File: src/rtl/moore_detector_scheduler_pkg.sv
// Shared types for the Moore detector scheduler: FSM state encoding.
package moore_detector_scheduler_pkg;

  localparam int STATE_W = 3;

  typedef enum logic [STATE_W-1:0] {
    ST_IDLE   = 3'd0,
    ST_ARB    = 3'd1,
    ST_FLUSH  = 3'd2,
    ST_SHIFT  = 3'd3,
    ST_DRAIN  = 3'd4,
    ST_REPORT = 3'd5
  } state_t;

endpackage

File: src/rtl/moore_detector_scheduler_rr_arbiter.sv
// Combinational round-robin arbiter: first requester at or after ptr wins.
module rr_arbiter #(
  parameter int N_REQ = 4,
  parameter int ID_W  = 2
) (
  input  logic [N_REQ-1:0] req,
  input  logic [ID_W-1:0]  ptr,
  output logic [N_REQ-1:0] grant,
  output logic [ID_W-1:0]  winner,
  output logic             found
);

  int   idx_s;
  logic hit_s;

  // Rotating priority search starting at ptr, wrapping modulo N_REQ.
  always_comb begin
    grant  = {N_REQ{1'b0}};
    winner = {ID_W{1'b0}};
    found  = 1'b0;
    idx_s  = 0;
    hit_s  = 1'b0;
    for (int i = 0; i < N_REQ; i++) begin
      idx_s = ((int'(ptr) + i) >= N_REQ) ? (int'(ptr) + i - N_REQ) : (int'(ptr) + i);
      hit_s = req[idx_s] & ~found;
      grant[idx_s] = hit_s;
      winner = hit_s ? ID_W'(idx_s) : winner;
      found  = found | hit_s;
    end
  end

endmodule

File: src/rtl/moore_detector_scheduler.sv
// Time-shares one serial Moore detector between N_REQ requesters; counts
// detector hits per frame and reports them tagged with the requester id.
module moore_detector_scheduler
  import moore_detector_scheduler_pkg::*;
#(
  parameter int N_REQ     = 4,
  parameter int FRAME_LEN = 8,
  parameter int CNT_W     = 4,
  parameter int ID_W      = 2
) (
  input  logic                       clock,
  input  logic                       reset,
  input  logic [N_REQ-1:0]           req,
  input  logic [N_REQ*FRAME_LEN-1:0] frame_data,
  output logic [N_REQ-1:0]           grant,
  output logic                       busy,
  output logic                       det_reset,
  output logic                       det_i_p,
  input  logic                       det_o_p,
  output logic                       done,
  output logic [ID_W-1:0]            done_id,
  output logic [CNT_W-1:0]           hit_count
);

  localparam int BC_W = (FRAME_LEN > 1) ? $clog2(FRAME_LEN) : 1;

  state_t               state_r, state_nxt_s;
  logic [ID_W-1:0]      ptr_r, ptr_nxt_s;
  logic [FRAME_LEN-1:0] frame_r, frame_nxt_s, sel_frame_s;
  logic [BC_W-1:0]      bit_cnt_r, bit_cnt_nxt_s;
  logic [CNT_W-1:0]     hit_cnt_r, hit_cnt_nxt_s, hit_inc_s;
  logic [ID_W-1:0]      winner_r, winner_nxt_s;
  logic [N_REQ-1:0]     grant_r, grant_nxt_s;
  logic                 busy_r, busy_nxt_s;
  logic                 det_reset_r, det_reset_nxt_s;
  logic                 det_i_p_r, det_i_p_nxt_s;
  logic                 done_r, done_nxt_s;
  logic [ID_W-1:0]      done_id_r, done_id_nxt_s;
  logic [CNT_W-1:0]     hit_count_r, hit_count_nxt_s;

  logic [N_REQ-1:0]     arb_grant_s;
  logic [ID_W-1:0]      arb_winner_s;
  logic                 arb_found_s;

  rr_arbiter #(
    .N_REQ (N_REQ),
    .ID_W  (ID_W)
  ) u_arb (
    .req    (req),
    .ptr    (ptr_r),
    .grant  (arb_grant_s),
    .winner (arb_winner_s),
    .found  (arb_found_s)
  );

  // Select the winning requester's frame slice by masking with the one-hot grant.
  always_comb begin
    sel_frame_s = {FRAME_LEN{1'b0}};
    for (int k = 0; k < N_REQ; k++) begin
      sel_frame_s = sel_frame_s |
                    (frame_data[k*FRAME_LEN +: FRAME_LEN] & {FRAME_LEN{arb_grant_s[k]}});
    end
  end

  assign hit_inc_s = (det_o_p && (hit_cnt_r != {CNT_W{1'b1}})) ? (hit_cnt_r + CNT_W'(1)) : hit_cnt_r;

  // Next state and next values of every register; outputs are computed one
  // cycle ahead so they line up with the state they belong to.
  always_comb begin
    state_nxt_s     = state_r;
    ptr_nxt_s       = ptr_r;
    frame_nxt_s     = frame_r;
    bit_cnt_nxt_s   = bit_cnt_r;
    hit_cnt_nxt_s   = hit_cnt_r;
    winner_nxt_s    = winner_r;
    grant_nxt_s     = grant_r;
    busy_nxt_s      = busy_r;
    det_reset_nxt_s = 1'b0;
    det_i_p_nxt_s   = 1'b0;
    done_nxt_s      = 1'b0;
    done_id_nxt_s   = done_id_r;
    hit_count_nxt_s = hit_count_r;
    case (state_r)
      ST_IDLE: begin
        if (|req) begin
          state_nxt_s = ST_ARB;
        end else begin
          state_nxt_s = ST_IDLE;
        end
      end
      ST_ARB: begin
        if (arb_found_s) begin
          state_nxt_s     = ST_FLUSH;
          frame_nxt_s     = sel_frame_s;
          grant_nxt_s     = arb_grant_s;
          busy_nxt_s      = 1'b1;
          winner_nxt_s    = arb_winner_s;
          det_reset_nxt_s = 1'b1;
          ptr_nxt_s       = (arb_winner_s == ID_W'(N_REQ - 1)) ? {ID_W{1'b0}}
                                                               : (arb_winner_s + ID_W'(1));
        end else begin
          state_nxt_s = ST_IDLE;
          grant_nxt_s = {N_REQ{1'b0}};
          busy_nxt_s  = 1'b0;
        end
      end
      ST_FLUSH: begin
        state_nxt_s   = ST_SHIFT;
        hit_cnt_nxt_s = {CNT_W{1'b0}};
        bit_cnt_nxt_s = {BC_W{1'b0}};
        det_i_p_nxt_s = frame_r[0];
        frame_nxt_s   = {1'b0, frame_r[FRAME_LEN-1:1]};
      end
      ST_SHIFT: begin
        // The detector output during bit 0 still reflects the flush, so skip it.
        if (bit_cnt_r != {BC_W{1'b0}}) begin
          hit_cnt_nxt_s = hit_inc_s;
        end else begin
          hit_cnt_nxt_s = hit_cnt_r;
        end
        if (bit_cnt_r == BC_W'(FRAME_LEN - 1)) begin
          state_nxt_s = ST_DRAIN;
        end else begin
          bit_cnt_nxt_s = bit_cnt_r + BC_W'(1);
          det_i_p_nxt_s = frame_r[0];
          frame_nxt_s   = {1'b0, frame_r[FRAME_LEN-1:1]};
        end
      end
      ST_DRAIN: begin
        state_nxt_s     = ST_REPORT;
        hit_cnt_nxt_s   = hit_inc_s;
        done_nxt_s      = 1'b1;
        done_id_nxt_s   = winner_r;
        hit_count_nxt_s = hit_inc_s;
      end
      ST_REPORT: begin
        state_nxt_s = ST_IDLE;
        grant_nxt_s = {N_REQ{1'b0}};
        busy_nxt_s  = 1'b0;
      end
      default: begin
        state_nxt_s = ST_IDLE;
        grant_nxt_s = {N_REQ{1'b0}};
        busy_nxt_s  = 1'b0;
      end
    endcase
  end

  // FSM state register.
  always_ff @(posedge clock or posedge reset) begin
    if (reset) begin
      state_r <= ST_IDLE;
    end else begin
      state_r <= state_nxt_s;
    end
  end

  // Datapath and registered outputs.
  always_ff @(posedge clock or posedge reset) begin
    if (reset) begin
      ptr_r       <= {ID_W{1'b0}};
      frame_r     <= {FRAME_LEN{1'b0}};
      bit_cnt_r   <= {BC_W{1'b0}};
      hit_cnt_r   <= {CNT_W{1'b0}};
      winner_r    <= {ID_W{1'b0}};
      grant_r     <= {N_REQ{1'b0}};
      busy_r      <= 1'b0;
      det_reset_r <= 1'b0;
      det_i_p_r   <= 1'b0;
      done_r      <= 1'b0;
      done_id_r   <= {ID_W{1'b0}};
      hit_count_r <= {CNT_W{1'b0}};
    end else begin
      ptr_r       <= ptr_nxt_s;
      frame_r     <= frame_nxt_s;
      bit_cnt_r   <= bit_cnt_nxt_s;
      hit_cnt_r   <= hit_cnt_nxt_s;
      winner_r    <= winner_nxt_s;
      grant_r     <= grant_nxt_s;
      busy_r      <= busy_nxt_s;
      det_reset_r <= det_reset_nxt_s;
      det_i_p_r   <= det_i_p_nxt_s;
      done_r      <= done_nxt_s;
      done_id_r   <= done_id_nxt_s;
      hit_count_r <= hit_count_nxt_s;
    end
  end

  assign grant     = grant_r;
  assign busy      = busy_r;
  assign det_reset = det_reset_r;
  assign det_i_p   = det_i_p_r;
  assign done      = done_r;
  assign done_id   = done_id_r;
  assign hit_count = hit_count_r;

endmodule
File: config.mk
export PLATFORM = sky130hd
export DESIGN_NAME = moore_detector_scheduler
export DESIGN_NICKNAME = d
export VERILOG_FILES = /design/src/rtl/moore_detector_scheduler_pkg.sv /design/src/rtl/moore_detector_scheduler_rr_arbiter.sv /design/src/rtl/moore_detector_scheduler.sv
export SDC_FILE = /design/constraint.sdc
export NUM_CORES = 1
export LEC_CHECK = 0
export BUFFER_PORTS_ARGS = -buffer_cell sky130_fd_sc_hd__buf_2
export CAP_MARGIN = 5
export CORE_MARGIN = 3
export CORE_UTILIZATION = 50
export DETAILED_ROUTE_END_ITERATION = 8
export PLACE_DENSITY = 0.8
export SYNTH_ARGS = -nofsm -noshare
export SYNTH_HDL_FRONTEND = slang
export SYNTH_SLANG_ARGS = --single-unit
File: constraint.sdc
create_clock -name clock -period 5.5 [get_ports clock]
set_input_delay 1.1 -clock clock [delete_from_list [all_inputs] [get_ports clock]]
set_output_delay 1.1 -clock clock [all_outputs]
set_load 0.03 [all_outputs]
==> metrics <==
Post-DRT Antenna Nets 0; vias in the first global route 2006; CTS tree done; HPWL Detailed 3800 um; worst-margin pin slew between 1 and 1.5 ns; fraction of layout cells with a size suffix above 1 between 20% and 30%; Worst Setup Start Kind flop; most frequent cells in the layout buf_2 (52), dfrtp_1 (36), nand2_1 (26); Avg WL per Cell roughly 15 um; Critical Path Fanout Max 20; Final setup viols 0; Initial DRC Count between 150 and 200; DRT Wirelength around 5300 um; Worst IR Drop VDD about 0.00033 V; Core Area between 4000 and 5000 um2; GPL Wtd Cong between 0.8 and 0.9; ANT cells 0; Synth top area share around 37%; Synth area leaders dfrtp_1 (37%), ha_1 (4.6%), nand2_1 (4.0%), nor2_1 (3.7%), a21oi_1 (3.5%); hold slack 0.491 ns; setup ws final approximately 1.9 ns; min cycle time layout around 3.6 ns; post_cts resized 0; RSZ-0062 raised after global routing no; critical path data required time between 5 and 6 ns; library cells used by synthesis between 50 and 60; Crit. End Element flop; die width around 76 um; Max Root-Sink Buffers 2; # IOs 53; Cells after DPL 349; Pleak about 1.3 nW; synth warn 0; row count 24; Synth-to-Final Area Change 13.2%; first-pass GRT wire length 8900 um; Post-route DRC 0; part of the Yosys area used for sequential elements between 30% and 40%; Gate Count Post-Synth approximately 260; Yosys top cell by area dfrtp_1; antenna violations before repair 0; total CTS buffers 5; Max Transition Viols Final 0; Worst Reg-to-Reg Cells 8; post-synth net total about 300; Clock transition at path regs ~0.070 ns; hold depth 1; via count 2170; Starting Density between 50% and 60%; non-filler cells, final between 300 and 400; Netlist Area Pre-Place ~2400 um2; PD cells 582 nW/um2; Critical Setup Path Class reg -> reg; status completed; I/O Buffers 52; syn_area_per_cell ~9.4 um2; Clock Root Buffer clkbuf_8; GRT Util Overall approximately a fifth; Clock Sinks 36; fin nets around 350; clk_lat worst skew 0.29 ns; clk_skew about 0.0042 ns; H-tree levels 2; Min-Delay Path Class reg -> reg; full die area between 5000 and 6000 um2; vias per cell approximately 6.1; Die Ht approximately 76 um; pre-CTS WS ~1.9 ns; Slew HR 33.1%; Seq cells post-synth 36; Primary FF master, synth dfrtp_1; Setup TNS Final 0 ns; endpoints failing hold 0; Synth async-reset ratio 100%; Max-cap violations 0; number of synthesized flops with an enable pin 0; CP Data Arrival Time between 3 and 4 ns; cts hold-fix bufs 0; period utilisation layout 66.2%; fmax 275 MHz; largest net degree at the start of global routing 37; post-CTS setup buffer count 0; most common cell after layout, fill and taps aside buf_2; grt ovf 0; drt pass-1 iters 4; Core Util, Final between 60% and 70%
[state kept, by name, summed over array words and instances (netlist names)]
register and count:
winner_r 2, state_r 3, det_i_p 1, frame_r 8, ptr_r 2, busy 1
grant 4, det_reset 1, hit_count 4, bit_cnt_r 3, hit_cnt_r 4, done_id 2
done 1
[worst max-delay path, cell delays in order (launching register included)]
cell	delay (ns)
dfrtp_1	0.75
inv_1	0.27
ha_1	0.57
mux4_2	0.64
nor4b_1	0.20
o211ai_1	0.26
nand4_2	0.27
a222oi_1	0.44
a21oi_1	0.11
[cells in the mapped netlist (all sizes together) (4+ instances only)]
master	n
a22o	4
clkbuf	7
a21oi	17
a222oi	6
nand3b	4
dfrtp	36
mux2	6
o21ai	18
a221oi	4
nor2	25
nand2	26
buf	8
inv	13
a31oi	13
ha	9
nand4	4
nor3	7
[cell families (layout without fill, tap and decap cells)]
kind of cell / after synthesis / after routing / synth area share [%]
and+or+nand+nor: 86 / 86 / 17.6
muxes: 11 / 11 / 5.88
buffers and inverters: 29 / 75 / 6.71
AOI/OAI and AO/OA: 86 / 86 / 27.3
xor gates and xnor gates: 2 / 2 / 0.723
adders and majority gates: 9 / 9 / 4.64
DFF: 36 / 36 / 37.2
[stage by stage]
step           instance area, um2  power [mW]
2_1_floorplan                2420        1.24
3_3_place_gp                 2650        1.38
3_5_place_dp                 2650        1.40
4_1_cts                      2740        1.60
5_1_grt                      2740        1.74
6_report                     2740        1.60
[final cells by class]
type	count	area (um2)
clock buffers	6	82.6
inverters	13	48.8
well taps	52	65.1
fillers	386	1760
flip-flops and latches	36	901
multi-input cells	194	1360
clock inverters	2	10.0
repair buffers	54	275
[path summary, 6_finish.rpt]
check,from,slack (ns),endpoint
setup / recovery,ptr_r[0]$_DFFE_PP0P_,1.86,frame_r[1]$_DFFE_PP0P_
max in group asynchronous,reset,4.28,grant[1]$_DFFE_PP0N_
min in group asynchronous,reset,0.91,det_reset$_DFF_PP0_
hold / removal,winner_r[1]$_DFFE_PP0P_,0.49,winner_r[1]$_DFFE_PP0P_
setup reg to reg,ptr_r[0]$_DFFE_PP0P_,1.86,frame_r[1]$_DFFE_PP0P_
hold reg to reg,winner_r[1]$_DFFE_PP0P_,0.49,winner_r[1]$_DFFE_PP0P_
[report_power, final]
group / switching, mW / leakage (nW) / internal, mW / total [mW]
Sequential: 0.0962 / 0.439 / 0.370 / 0.466
Combinational: 0.568 / 0.768 / 0.370 / 0.937
Clock: 0.0932 / 0.0510 / 0.0998 / 0.193
[routing by layer]
metal,share of wire (%),global-route usage [%]
met1,46,27.2
met2,46,32.1
met3,6.5,4.35
met4,1.4,7.38
met5,0,0
Power figures use the tool's default switching activity.
